--- config.mk ---
export PLATFORM = sky130hd
export DESIGN_NAME = dmem_port_arbiter
export DESIGN_NICKNAME = d
export VERILOG_FILES = /design/src/rtl/dmem_port_arbiter.sv
export SDC_FILE = /design/constraint.sdc
export NUM_CORES = 1
export LEC_CHECK = 0
export ABC_AREA = 1
export BUFFER_PORTS_ARGS = -buffer_cell sky130_fd_sc_hd__buf_2
export CAP_MARGIN = 20
export CORE_MARGIN = 8
export CORE_UTILIZATION = 37
export CTS_BUF_LIST = sky130_fd_sc_hd__clkbuf_8
export DETAILED_ROUTE_END_ITERATION = 6
export HOLD_SLACK_MARGIN = 0.15
export PLACE_DENSITY = 0.76
export SYNTH_ARGS = -nofsm -noshare
export SYNTH_HDL_FRONTEND = slang
export SYNTH_SLANG_ARGS = --single-unit
--- constraint.sdc ---
create_clock -name clk -period 1.3 [get_ports clk]
set_input_delay 0.39 -clock clk [delete_from_list [all_inputs] [get_ports clk]]
set_output_delay 0.39 -clock clk [all_outputs]
set_load 0.005 [all_outputs]
--- src/rtl/dmem_port_arbiter.sv ---
// dmem_port_arbiter
// Serialises the data-memory accesses of a dual-issued instruction pair onto a
// single-ported memory. Lane A (older instruction) is always serviced before
// lane B, so a B load that aliases an A store sees the stored value. The
// pipeline is stalled while the pair is in flight, and both lanes' load data
// are presented together on a one-cycle done pulse.
//
// Ports
//   clk, rst            clock (rising edge), asynchronous active-low reset
//   reqA/reqB           lane wants a memory access (held while stall=1)
//   weA/weB             1 = store, 0 = load
//   addrA/addrB         byte address from the ALU
//   wdataA/wdataB       store data
//   stall               freezes fetch/decode/execute (combinational)
//   done                one-cycle completion pulse
//   rdataA/rdataB       load results, valid when done=1
//   mem_req/mem_we      request valid / request is a write
//   mem_addr/mem_wdata  request address / write data
//   mem_ready           memory accepts the request this cycle
//   mem_rvalid          read data valid (once per accepted read)
//   mem_rdata           read data
module dmem_port_arbiter #(
  parameter int DATA_WIDTH = 32
) (
  input  logic                  clk,
  input  logic                  rst,
  input  logic                  reqA,
  input  logic                  reqB,
  input  logic                  weA,
  input  logic                  weB,
  input  logic [DATA_WIDTH-1:0] addrA,
  input  logic [DATA_WIDTH-1:0] addrB,
  input  logic [DATA_WIDTH-1:0] wdataA,
  input  logic [DATA_WIDTH-1:0] wdataB,
  output logic                  stall,
  output logic                  done,
  output logic [DATA_WIDTH-1:0] rdataA,
  output logic [DATA_WIDTH-1:0] rdataB,
  output logic                  mem_req,
  output logic                  mem_we,
  output logic [DATA_WIDTH-1:0] mem_addr,
  output logic [DATA_WIDTH-1:0] mem_wdata,
  input  logic                  mem_ready,
  input  logic                  mem_rvalid,
  input  logic [DATA_WIDTH-1:0] mem_rdata
);

  typedef enum logic [2:0] {
    IDLE    = 3'd0,
    ISSUE_A = 3'd1,
    WAIT_A  = 3'd2,
    ISSUE_B = 3'd3,
    WAIT_B  = 3'd4,
    DONE    = 3'd5
  } state_t;

  state_t state;
  state_t state_n;

  logic b_pend;
  logic wea_q;
  logic web_q;
  logic we_a_n;
  logic we_b_n;

  // Next-state selection. The lane's store/load kind and the B-pending flag
  // are taken from copies captured while idle, so the sequence does not
  // depend on the inputs once the pair has started.
  always_comb begin
    state_n = state;
    case (state)
      IDLE: begin
        if (reqA) begin
          state_n = ISSUE_A;
        end else if (reqB) begin
          state_n = ISSUE_B;
        end
      end
      ISSUE_A: begin
        if (mem_ready) begin
          if (wea_q) begin
            state_n = b_pend ? ISSUE_B : DONE;
          end else begin
            state_n = WAIT_A;
          end
        end
      end
      WAIT_A: begin
        if (mem_rvalid) begin
          state_n = b_pend ? ISSUE_B : DONE;
        end
      end
      ISSUE_B: begin
        if (mem_ready) begin
          state_n = web_q ? DONE : WAIT_B;
        end
      end
      WAIT_B: begin
        if (mem_rvalid) begin
          state_n = DONE;
        end
      end
      DONE: begin
        state_n = IDLE;
      end
      default: begin
        state_n = IDLE;
      end
    endcase
  end

  // When leaving IDLE the latched copies are not yet valid, so the write
  // strobe for the first issue cycle comes straight from the lane input.
  always_comb begin
    we_a_n = (state == IDLE) ? weA : wea_q;
    we_b_n = (state == IDLE) ? weB : web_q;
  end

  // State register plus registered request/done strobes. mem_req and mem_we
  // are produced from the next state so they are flops and carry no
  // combinational path from mem_ready. Read data is only captured in the
  // matching WAIT state, which also discards stray or post-reset responses.
  always_ff @(posedge clk or negedge rst) begin
    if (!rst) begin
      state   <= IDLE;
      b_pend  <= 1'b0;
      wea_q   <= 1'b0;
      web_q   <= 1'b0;
      mem_req <= 1'b0;
      mem_we  <= 1'b0;
      done    <= 1'b0;
      rdataA  <= '0;
      rdataB  <= '0;
    end else begin
      state   <= state_n;
      mem_req <= (state_n == ISSUE_A) || (state_n == ISSUE_B);
      mem_we  <= ((state_n == ISSUE_A) && we_a_n) ||
                 ((state_n == ISSUE_B) && we_b_n);
      done    <= (state_n == DONE);
      if (state == IDLE) begin
        b_pend <= reqB;
        wea_q  <= weA;
        web_q  <= weB;
      end
      if ((state == WAIT_A) && mem_rvalid) begin
        rdataA <= mem_rdata;
      end
      if ((state == WAIT_B) && mem_rvalid) begin
        rdataB <= mem_rdata;
      end
    end
  end

  // Lane operands are held stable by the pipeline while stalled, so the
  // request address/data can be steered from the lane inputs directly.
  assign mem_addr  = (state == ISSUE_B) ? addrB  : addrA;
  assign mem_wdata = (state == ISSUE_B) ? wdataB : wdataA;

  assign stall = ((state == IDLE) && (reqA || reqB)) ||
                 (state == ISSUE_A) || (state == WAIT_A) ||
                 (state == ISSUE_B) || (state == WAIT_B);

endmodule

After elaboration in Yosys (flattened, before gate mapping)
Cells that the tools add are included.
Storage, ports and cells
  flip-flop bits (word level): 73
  bits of input ports: 168
  output and inout port bits: 132
Cells by class
  equality and inequality tests: 7
  muxes and demuxes: 14
  reductions and logical operators: 13
Operators with widths (count)
  $mux 32: 2
  $mux 3: 8
  $pmux 3 s5: 1
  $eq 3x2->1 const B: 3
  $logic_or 1x1->1: 7
  $eq 3x1->1 const B: 2
  $eq 3x3->1 const B: 2
  $logic_and 1x1->1: 5
  $logic_not 3->1: 1
  $mux 1: 3

Logic depth before layout (Yosys ltp)
Gate-level depths: netlist of the first run.
  word-level depth: 7
  mapped depth: 9
  mapped depth without buffers: 8

Worst setup path before layout of the first run
Ideal clock, no wire load.
  kind: register to output
  start: register state[2]
  end: output port mem_addr[10]
  data arrival time: 1.040 ns
  data required time: 0.910 ns
  slack: -0.130 ns
  stages on the path, launching flop included: 7
  cell sequence: dfrtp_1 buf_4 nor2_4 buf_6 buf_6 nand2_1 nand2_1
Between the ends
  cells in the longest elaborated chain, start to end: 2
Ends and longest elaborated chain
  start, declared: line 57  | state_t state;
  start signal, assigned: line 135  | state <= state_n;
  $eq 3x2->1: line 156  | assign mem_addr = (state == ISSUE_B) ? addrB : addrA;
  $mux 32: line 156
  end, declared: line 41  | output logic [DATA_WIDTH-1:0] mem_addr,
No other way between the ends.

Final worst setup path of the first run
  start: register state[0]
  end: output port mem_wdata[18]
Between the ends
  cells in the longest elaborated chain, start to end: 2
Ends and longest elaborated chain
  $eq 3x2->1: line 157  | assign mem_wdata = (state == ISSUE_B) ? wdataB : wdataA;
  $mux 32: line 157
  end, declared: line 42  | output logic [DATA_WIDTH-1:0] mem_wdata,
No other way between the ends.

==> results.cfg, run 1 <==
[sta]
period_minus_slack_ps = 1942
drv_slew = 0
finClkSkew_ps = 8.044
grt_setup_unrepaired = true
finalSetupViolations = 136
finalCritPeriodShare_pct = 149.4
fmax_ghz = 0.5149
setup_ws_ps = -642.0
tightest_slew_ps = 400.6
slew-limit-headroom_pct = 73.29
finalHoldViolCount = 0

[power]
leakagePower_nw = 4.002
pwr-share-seq_pct = 32.2
switchingPower_mw = 4.914
power.share.clock_pct = 15.5
powerDensity_nw_per_um2 = 1893
switching_share_pct = 39.91
intPower_mw = 7.399
p_comb_share_pct = 52.4
ir_worst_vdd_mv = 1.372
power_mw = 12.31

[final_layout]
multi_input_area_um2 = 1848
layout-drive-gt1-share_pct = 45.70
final_common_cell = nand2_1
utilization_pct = 63.59
final_cell_mix = 386 x nand2_1, 299 x buf_2, 73 x dfrtp_1
fin_cells = 1042
diodes = 0
nets = 1069
fillers = 881
area_growth_pct = 69.11
regArea_um2 = 1827

[hold_path]
hp-class = input pin to flop
min-delay-start = mem_rdata[24]

[placement]
dp.cells = 997
gp_congestion = 0.9726
io_buffers = 299
hpwl_um = 12670

[global_routing]
grt_max_degree = 74
overflow = 0
grt_pass1_vias = 4824
grt_usage_pct = 24.95
antenna_found_initial = 3
grt_pass1_wl_um = 27440

[clocking]
cts.sinks = 73
clk_latency_ps = 350
ctsHtreeMaxLevel = 3
cts_tree = yes
clkTransAtPathRegs_ps = 80
cts_buffer_depth = 2
clock-root-buffer = clkbuf_8
cts_buffers = 9

[flow_run]
cap_violations = 0

[route]
drc = 0
avgRoutedWirePerCell_um = 17.56
vias = 5023
vias_per_cell = 4.821
antenna_left = 0
totalWireLength_um = 18300
first_pass_iters = 5
drt_iter0_markers = 424

[floorplanning]
rows = 37
start_util_pct = 37.61
chipWidth_um = 118.0
die_area_um2 = 13920
die_h_um = 118.0
core-area_um2 = 10230
design.portCount = 300

[critical_path]
crit_path_top_delay_cell = dfrtp_1
critPathKind = flop to output port
start_kind = flop
crit_top_cell = nand2_1
timing.rr.start = state[0]
crit_fanout = 14
crit_required_ps = 910
crit_family = simple AND/OR/NAND/NOR gates
cp-startpoint = state[0]
worstPathCellList = nand2_2 -> nor2_4 -> inv_2 -> buf_4 -> nand2_1 -> nand2_1 -> buf_2
cpPeakStageDelay_ps = 380
worst-path-buf-inv = 3
cp-end-kind = output port
arrival_ps = 1550

[yosys]
synth_nets = 730
synth.cell_area_um2 = 3847
yosysUniqueCellTypes = 18
syn_avg_cell_area_um2 = 6.846
ys_ff_latch = 73
syn_inst = 562
yosysSeqAreaShare_pct = 47.48
yosys_warnings = 0

[status]
violations = negative setup slack
status = complete, but fails checks
-- registers in the layout, summed over array words and instances (netlist names) --
signal	cells
wea_q	1
done	1
state	3
mem_req	1
web_q	1
b_pend	1
mem_we	1
rdataB	32
rdataA	32
-- metrics by stage --
stage / worst slack, ps / hold WS (ps) / area [um^2] / setup TNS (ps)
after floorplan: -129.5 / 94.41 / 3850 / -7736
after global placement: -273.3 / 445.7 / 5590 / -15010
after detailed placement: -286.9 / 446.4 / 5590 / -16760
after CTS: -619.3 / 235.3 / 6361 / -47390
after global routing: -725.7 / 231.0 / 6506 / -62050
final: -642.0 / 243.1 / 6506 / -52030
-- power by group through the flow --
stage               Combinational, mW  Sequential [mW]  Clock [mW]
floorplan                        2.44             4.04           0
global placement                 5.19             3.92           0
detailed placement               5.29             3.93           0
CTS                              6.10             3.92        1.91
global route                     7.08             4.09        2.03
finish                           6.45             3.96        1.91
-- layer usage --
metal | vias up | global-route usage, % | routed length (um) | part of all wire [%]
li1 | 2362 | - | - | -
met1 | 2326 | 30.78 | 7292 | 40
met2 | 284 | 40.09 | 8670 | 47
met3 | 45 | 8.537 | 1810 | 9.9
met4 | 6 | 8.006 | 486 | 2.7
met5 | - | 0 | 37 | 0.20
-- worst reg2reg max path, stage by stage (launching register included) --
cell      delay [ps]
dfrtp_1          400
buf_4            140
buf_6            120
inv_4             70
nand2_4           60
nor2_4           140
clkinv_4         110
buf_12           140
buf_16           140
nand2_1           90
nand2_1           60
-- synthesized netlist by cell type --
cell / number / share of area (%)
nand2_1: 410 / 40
dfrtp_1: 73 / 47
buf_6: 13 / 3.8
inv_1: 13 / 1.3
nor2_1: 12 / 1.2
buf_2: 9 / 1.2
nand3_1: 7 / 0.91
o21ai_0: 6 / 0.78
inv_2: 5 / 0.49
buf_4: 4 / 0.78
nor2_2: 2 / 0.33
nor2_4: 2 / 0.59
a21oi_1: 1 / 0.13
a21oi_2: 1 / 0.23
nand2_2: 1 / 0.16
nand2_4: 1 / 0.29
nand3_2: 1 / 0.26
nand4_1: 1 / 0.16
-- logic make-up (layout without fill, tap and decap cells) --
kind of cell	after synthesis	count (layout)	share of synthesized area (%)
AO/OA/AOI/OAI	8	8	1.138
buffers and inverters	44	388	7.512
flip-flops	73	73	47.48
AND/OR/NAND/NOR	437	437	43.87
-- repair_timing --
| item | 4_1_cts | 5_1_grt |
|---|---|---|
| setup buffers | 12 | 7 |
| hold buffers | 1 | 0 |
| hold endpoints to repair | 73 | 0 |
| endpoints found under the setup margin | 133 | 170 |
| gates resized for setup | 44 | 29 |
| gates cloned | 11 | 2 |
| pin swaps | 5 | 9 |
-- final timing paths --
check | endpoint | slack, ps | cells after the start
setup reg to reg | rdataB[17] | -270 | 10
max in group asynchronous | rdataB[14] | 380 | 3
hold / removal | rdataA[24] | 240 | 3
min in group asynchronous | rdataB[2] | 590 | 3
hold reg to reg | rdataB[6] | 470 | 2
setup / recovery | mem_wdata[18] | -640 | 7
-- layout make-up --
type	instances	area share (%)
clock buffers	10	2.115
multi-input cells	445	28.40
well taps	136	2.615
clock inverters	6	1.154
flip-flops and latches	73	28.08
repair buffers	354	36.33
inverters	18	1.308
Power figures use the tool's default switching activity.
==> inputs of run 2 (changes only) <==
--- a/config.mk
+++ b/config.mk
@@ -13,7 +13,8 @@
 export CTS_BUF_LIST = sky130_fd_sc_hd__clkbuf_8
 export DETAILED_ROUTE_END_ITERATION = 6
 export HOLD_SLACK_MARGIN = 0.15
-export PLACE_DENSITY = 0.76
+export PLACE_DENSITY_LB_ADDON = 0.05
+export SETUP_SLACK_MARGIN = 0.2
 export SYNTH_ARGS = -nofsm -noshare
 export SYNTH_HDL_FRONTEND = slang
 export SYNTH_SLANG_ARGS = --single-unit
==> results.cfg, run 2 (synthesis results as in run 1) <==
[clocking]
cts_tree = yes
clkTransAtPathRegs_ps = 80
cts_buffer_depth = 2
ctsHtreeMaxLevel = 3
clk_latency_ps = 340
clock-root-buffer = clkbuf_8
cts_buffers = 9
cts.sinks = 73

[sta]
slew-limit-headroom_pct = 73.87
tightest_slew_ps = 392.0
grt_setup_unrepaired = true
finClkSkew_ps = 13.69
fmax_ghz = 0.5165
setup_ws_ps = -636.0
finalCritPeriodShare_pct = 148.9
finalSetupViolations = 138
drv_slew = 0
finalHoldViolCount = 0
tns_ps = -62150
period_minus_slack_ps = 1936

[final_layout]
final_area_um2 = 6790
final_cell_mix = 373 x nand2_1, 297 x buf_2, 73 x dfrtp_1
layout-drive-gt1-share_pct = 48.98
final_common_cell = nand2_1
area_growth_pct = 76.49
largestRegisters = rdataA x32, rdataB x32, state x3
fin_cells = 1075
nets = 1096

[power]
power_mw = 12.77
powerDensity_nw_per_um2 = 1881
switchingPower_mw = 5.078
pwr-share-seq_pct = 30.9
ir_worst_vdd_mv = 1.109
intPower_mw = 7.696
leakagePower_nw = 4.134
p_comb_share_pct = 56.9
switching_share_pct = 39.75
power.share.clock_pct = 12.3

[global_routing]
grt_util_met3_pct = 5.564
grt_pass1_vias = 4957
top_usage_layer = met2
met1_usage_pct = 26.70
grt_usage_pct = 25.04
antenna_found_initial = 7
grt.met2_usage_pct = 46.62
overflow = 0
grt_pass1_wl_um = 27880
grt_max_degree = 74

[route]
vias = 4928
avgRoutedWirePerCell_um = 17.26
drc = 0
antenna_left = 0
drt_iter0_markers = 284
first_pass_iters = 5
totalWireLength_um = 18560
vias_per_cell = 4.584

[critical_path]
arrival_ps = 1550
critPathKind = flop to output port
rrSetupSlack_ps = -440
timing.rr.start = state[1]
crit_required_ps = 910
start_kind = flop
crit_fanout = 14
r2r_cells = 14
cp-end-kind = output port
reg2reg_to = mem_we

[floorplanning]
core-area_um2 = 10230
die_area_um2 = 13920
rows = 37
design.portCount = 300
chipWidth_um = 118.0
die_h_um = 118.0
start_util_pct = 37.61

[hold_path]
min-delay-start = mem_rdata[25]
whs_path_depth = 3
hp-class = input pin to flop
worstHoldEndpoint = rdataA[25]

[placement]
dpl-instance-area_um2 = 5618
hpwl_um = 13310
gp_congestion = 0.8325
io_buffers = 299
dp.cells = 1003

[flow_run]
cap_violations = 0

[status]
violations = negative setup slack
status = complete, but fails checks
-- run 2: what timing repair did --
action | 4_1_cts | 5_1_grt
setup endpoints to repair | 205 | 205
cloned | 12 | 2
hold buffers | 1 | 0
gates resized for setup | 70 | 41
pin swaps | 5 | 6
endpoints found under the hold margin | 73 | 0
buffers inserted | 15 | 20
-- run 2: worst max-delay path, stage by stage, from the launching register on --
cell,delay [ps]
dfrtp_1,430
nor2_4,180
buf_6,140
inv_8,50
buf_12,150
nand2_1,70
nand2_1,60
buf_2,130
-- run 2: how the worst max path moves through the flow --
stage	slack, ps	endpoint	start	cells past startpoint
2_1_floorplan	-130	mem_addr[10]	state[1]	6
3_3_place_gp	-250	mem_wdata[16]	state[0]	6
3_5_place_dp	-270	mem_wdata[14]	state[1]	6
4_1_cts	-620	mem_wdata[16]	state[1]	7
5_1_grt	-700	mem_wdata[19]	state[1]	7
6_report	-640	mem_addr[4]	state[2]	7
-- run 2: power by group through the flow --
stage          Clock [mW]  Sequential, mW  Combinational, mW
2_1_floorplan           0            4.04               2.50
6_report             1.57            3.94               7.26
5_1_grt              1.70            4.06               7.95
3_3_place_gp            0            3.92               5.36
3_5_place_dp            0            3.94               5.45
4_1_cts              1.59            3.93               6.54
-- run 2: final cells by class --
class                   count  area (um^2)
fillers                   878         3441
diodes                      6        15.01
clock buffers               9        123.9
inverters                  18        101.3
repair buffers            381         2591
multi-input cells         445         1913
well taps                 136        170.2
flip-flops and latches     73         1827
clock inverters             7        48.80
-- run 2: metal layers --
metal	vias to the layer above	wire, um
li1	2427	-
met1	2260	6837
met2	207	10040
met3	32	1259
met4	2	407
met5	-	13
-- run 2: stage by stage --
step / setup WS (ps) / utilization, % / hold slack, ps
floorplan: -129.5 / - / 94.41
global placement: -247.3 / 54.91 / 448.7
detailed placement: -269.1 / 54.91 / 453.6
CTS: -624.6 / 62.97 / 250.0
global route: -701.7 / 66.37 / 253.0
finish: -636.0 / 66.37 / 256.5
==> inputs of run 3 (changes only) <==
--- a/config.mk
+++ b/config.mk
@@ -8,10 +8,10 @@
 export ABC_AREA = 1
 export BUFFER_PORTS_ARGS = -buffer_cell sky130_fd_sc_hd__buf_2
 export CAP_MARGIN = 20
-export CORE_MARGIN = 8
-export CORE_UTILIZATION = 37
+export CORE_AREA = 8 8 109 111
 export CTS_BUF_LIST = sky130_fd_sc_hd__clkbuf_8
 export DETAILED_ROUTE_END_ITERATION = 6
+export DIE_AREA = 0 0 117 119
 export HOLD_SLACK_MARGIN = 0.15
 export PLACE_DENSITY_LB_ADDON = 0.05
 export SETUP_SLACK_MARGIN = 0.2
==> constraint.sdc (replaced) <==
create_clock -name clk -period 2.1 [get_ports clk]
set_input_delay 0.63 -clock clk [delete_from_list [all_inputs] [get_ports clk]]
set_output_delay 0.63 -clock clk [all_outputs]
set_load 0.005 [all_outputs]
==> results.cfg, run 3 (synthesis results as in run 1) <==
[critical_path]
timing.rr.start = state[0]
cp-startpoint = state[0]
critPathKind = flop to output port
crit_required_ps = 1470
crit_top_cell = nand2_2
crit_path_top_delay_cell = dfrtp_1
crit_fanout = 8
start_kind = flop
arrival_ps = 1530
cp-end-kind = output port
worstPathCellList = nand2_2 -> nor2_4 -> buf_12 -> clkbuf_16 -> nand2_2 -> nand2_1 -> buf_2
cpPeakStageDelay_ps = 370

[sta]
finalCritPeriodShare_pct = 103.1
finalHoldViolCount = 0
setup_ws_ps = -64.41
period_minus_slack_ps = 2164
whs_ps = 306.6
fmax_ghz = 0.4620
drv_slew = 0
grt_setup_unrepaired = true
finClkSkew_ps = 7.583
finalSetupViolations = 64
tns_ps = -1821
tightest_slew_ps = 564.2
slew-limit-headroom_pct = 62.33

[placement]
gp_congestion = 0.9263
dpl_worst_slack_ps = 150.1
hpwl_um = 13670
io_buffers = 299

[status]
violations = negative setup slack
status = complete, but fails checks

[clocking]
cts.sinks = 73
clock-root-buffer = clkbuf_8
cts_buffer_depth = 2
clkTransAtPathRegs_ps = 80
clk_latency_ps = 340
cts_hold_buf = 0
ctsHtreeMaxLevel = 3
cts_tree = yes
cts_buffers = 9

[route]
antenna_left = 0
avgRoutedWirePerCell_um = 17.36
first_pass_iters = 4
vias_per_cell = 4.581
totalWireLength_um = 17480
drc = 0
drt_iter0_markers = 300
vias = 4613

[global_routing]
grt_pass1_wl_um = 25510
grt_max_degree = 74
overflow = 0
grt_pass1_vias = 4508
antenna_found_initial = 4
grt_usage_pct = 23.86

[floorplanning]
start_util_pct = 38.12
design.portCount = 300
chipWidth_um = 117
die_area_um2 = 13920
die_h_um = 119
rows = 37
core-area_um2 = 10090

[final_layout]
final_common_cell = nand2_1
final_cell_mix = 396 x nand2_1, 299 x buf_2, 73 x dfrtp_1
largestRegisters = rdataA x32, rdataB x32, state x3
area_growth_pct = 51.71
nets = 1032
layout-drive-gt1-share_pct = 41.47

[hold_path]
hp-class = input pin to async pin

[power]
powerDensity_nw_per_um2 = 1190
leakagePower_nw = 3.713
ir_worst_vdd_mv = 0.8401

[flow_run]
cap_violations = 0
==> run 3: path summary, 6_finish.rpt <==
kind / endpoint / slack [ps] / cells past startpoint
max in group asynchronous: rdataB[12] / 1470 / 2
min reg2reg: rdataB[6] / 470 / 2
min in group clk: rdataB[6] / 470 / 2
min: rdataA[10] / 310 / 2
max: mem_wdata[22] / -60 / 7
max reg2reg: rdataA[9] / 360 / 8
==> run 3: critical path: cells and delay by family, from the launching register on <==
family                 cells  cell delay, ps
buffers and inverters      3             440
flip-flops                 1             370
AND/OR/NAND/NOR            4             370
==> run 3: cell type report <==
| type | count | area (um^2) |
|---|---|---|
| repair buffers | 317 | 1749 |
| well taps | 136 | 170.2 |
| clock buffers | 9 | 123.9 |
| flip-flops and latches | 73 | 1827 |
| diodes | 3 | 7.507 |
| multi-input cells | 445 | 1804 |
| clock inverters | 6 | 85.08 |
| inverters | 18 | 70.07 |
| fillers | 1029 | 4255 |
==> run 3: timing repair <==
action / in CTS / in global routing
gates cloned: 1 / 2
resized for setup: 13 / 13
buffers inserted: 6 / 0
setup endpoints to repair: 65 / 65
pin swaps: 2 / 4
==> run 3: report_power, final <==
| part | switching [mW] | total, mW | internal, mW | leakage, nW |
|---|---|---|---|---|
| clock network | 0.511 | 1.17 | 0.658 | 0.106 |
| logic | 1.90 | 3.35 | 1.45 | 2.69 |
| registers | 0.347 | 2.43 | 2.08 | 0.917 |
==> run 3: routing by layer <==
metal / GRT usage, % / share of wire, % / routed length, um / vias to the layer above
li1: - / - / - / 2283
met1: 25.36 / 36 / 6213 / 2112
met2: 42.26 / 51 / 8957 / 188
met3: 7.731 / 11 / 1842 / 28
met4: 9.688 / 2.6 / 452 / 2
met5: 0 / 0.069 / 12 / -
==> run 3: through the flow <==
step	total power, mW	util (%)	area (um^2)	std cells
final	6.947	57.84	5837	1007
after detailed placement	5.578	53.61	5410	980
after floorplan	4.007	-	3847	562
after CTS	6.952	56.84	5737	1002
after global routing	7.507	57.84	5837	1007
after global placement	5.524	53.61	5410	980
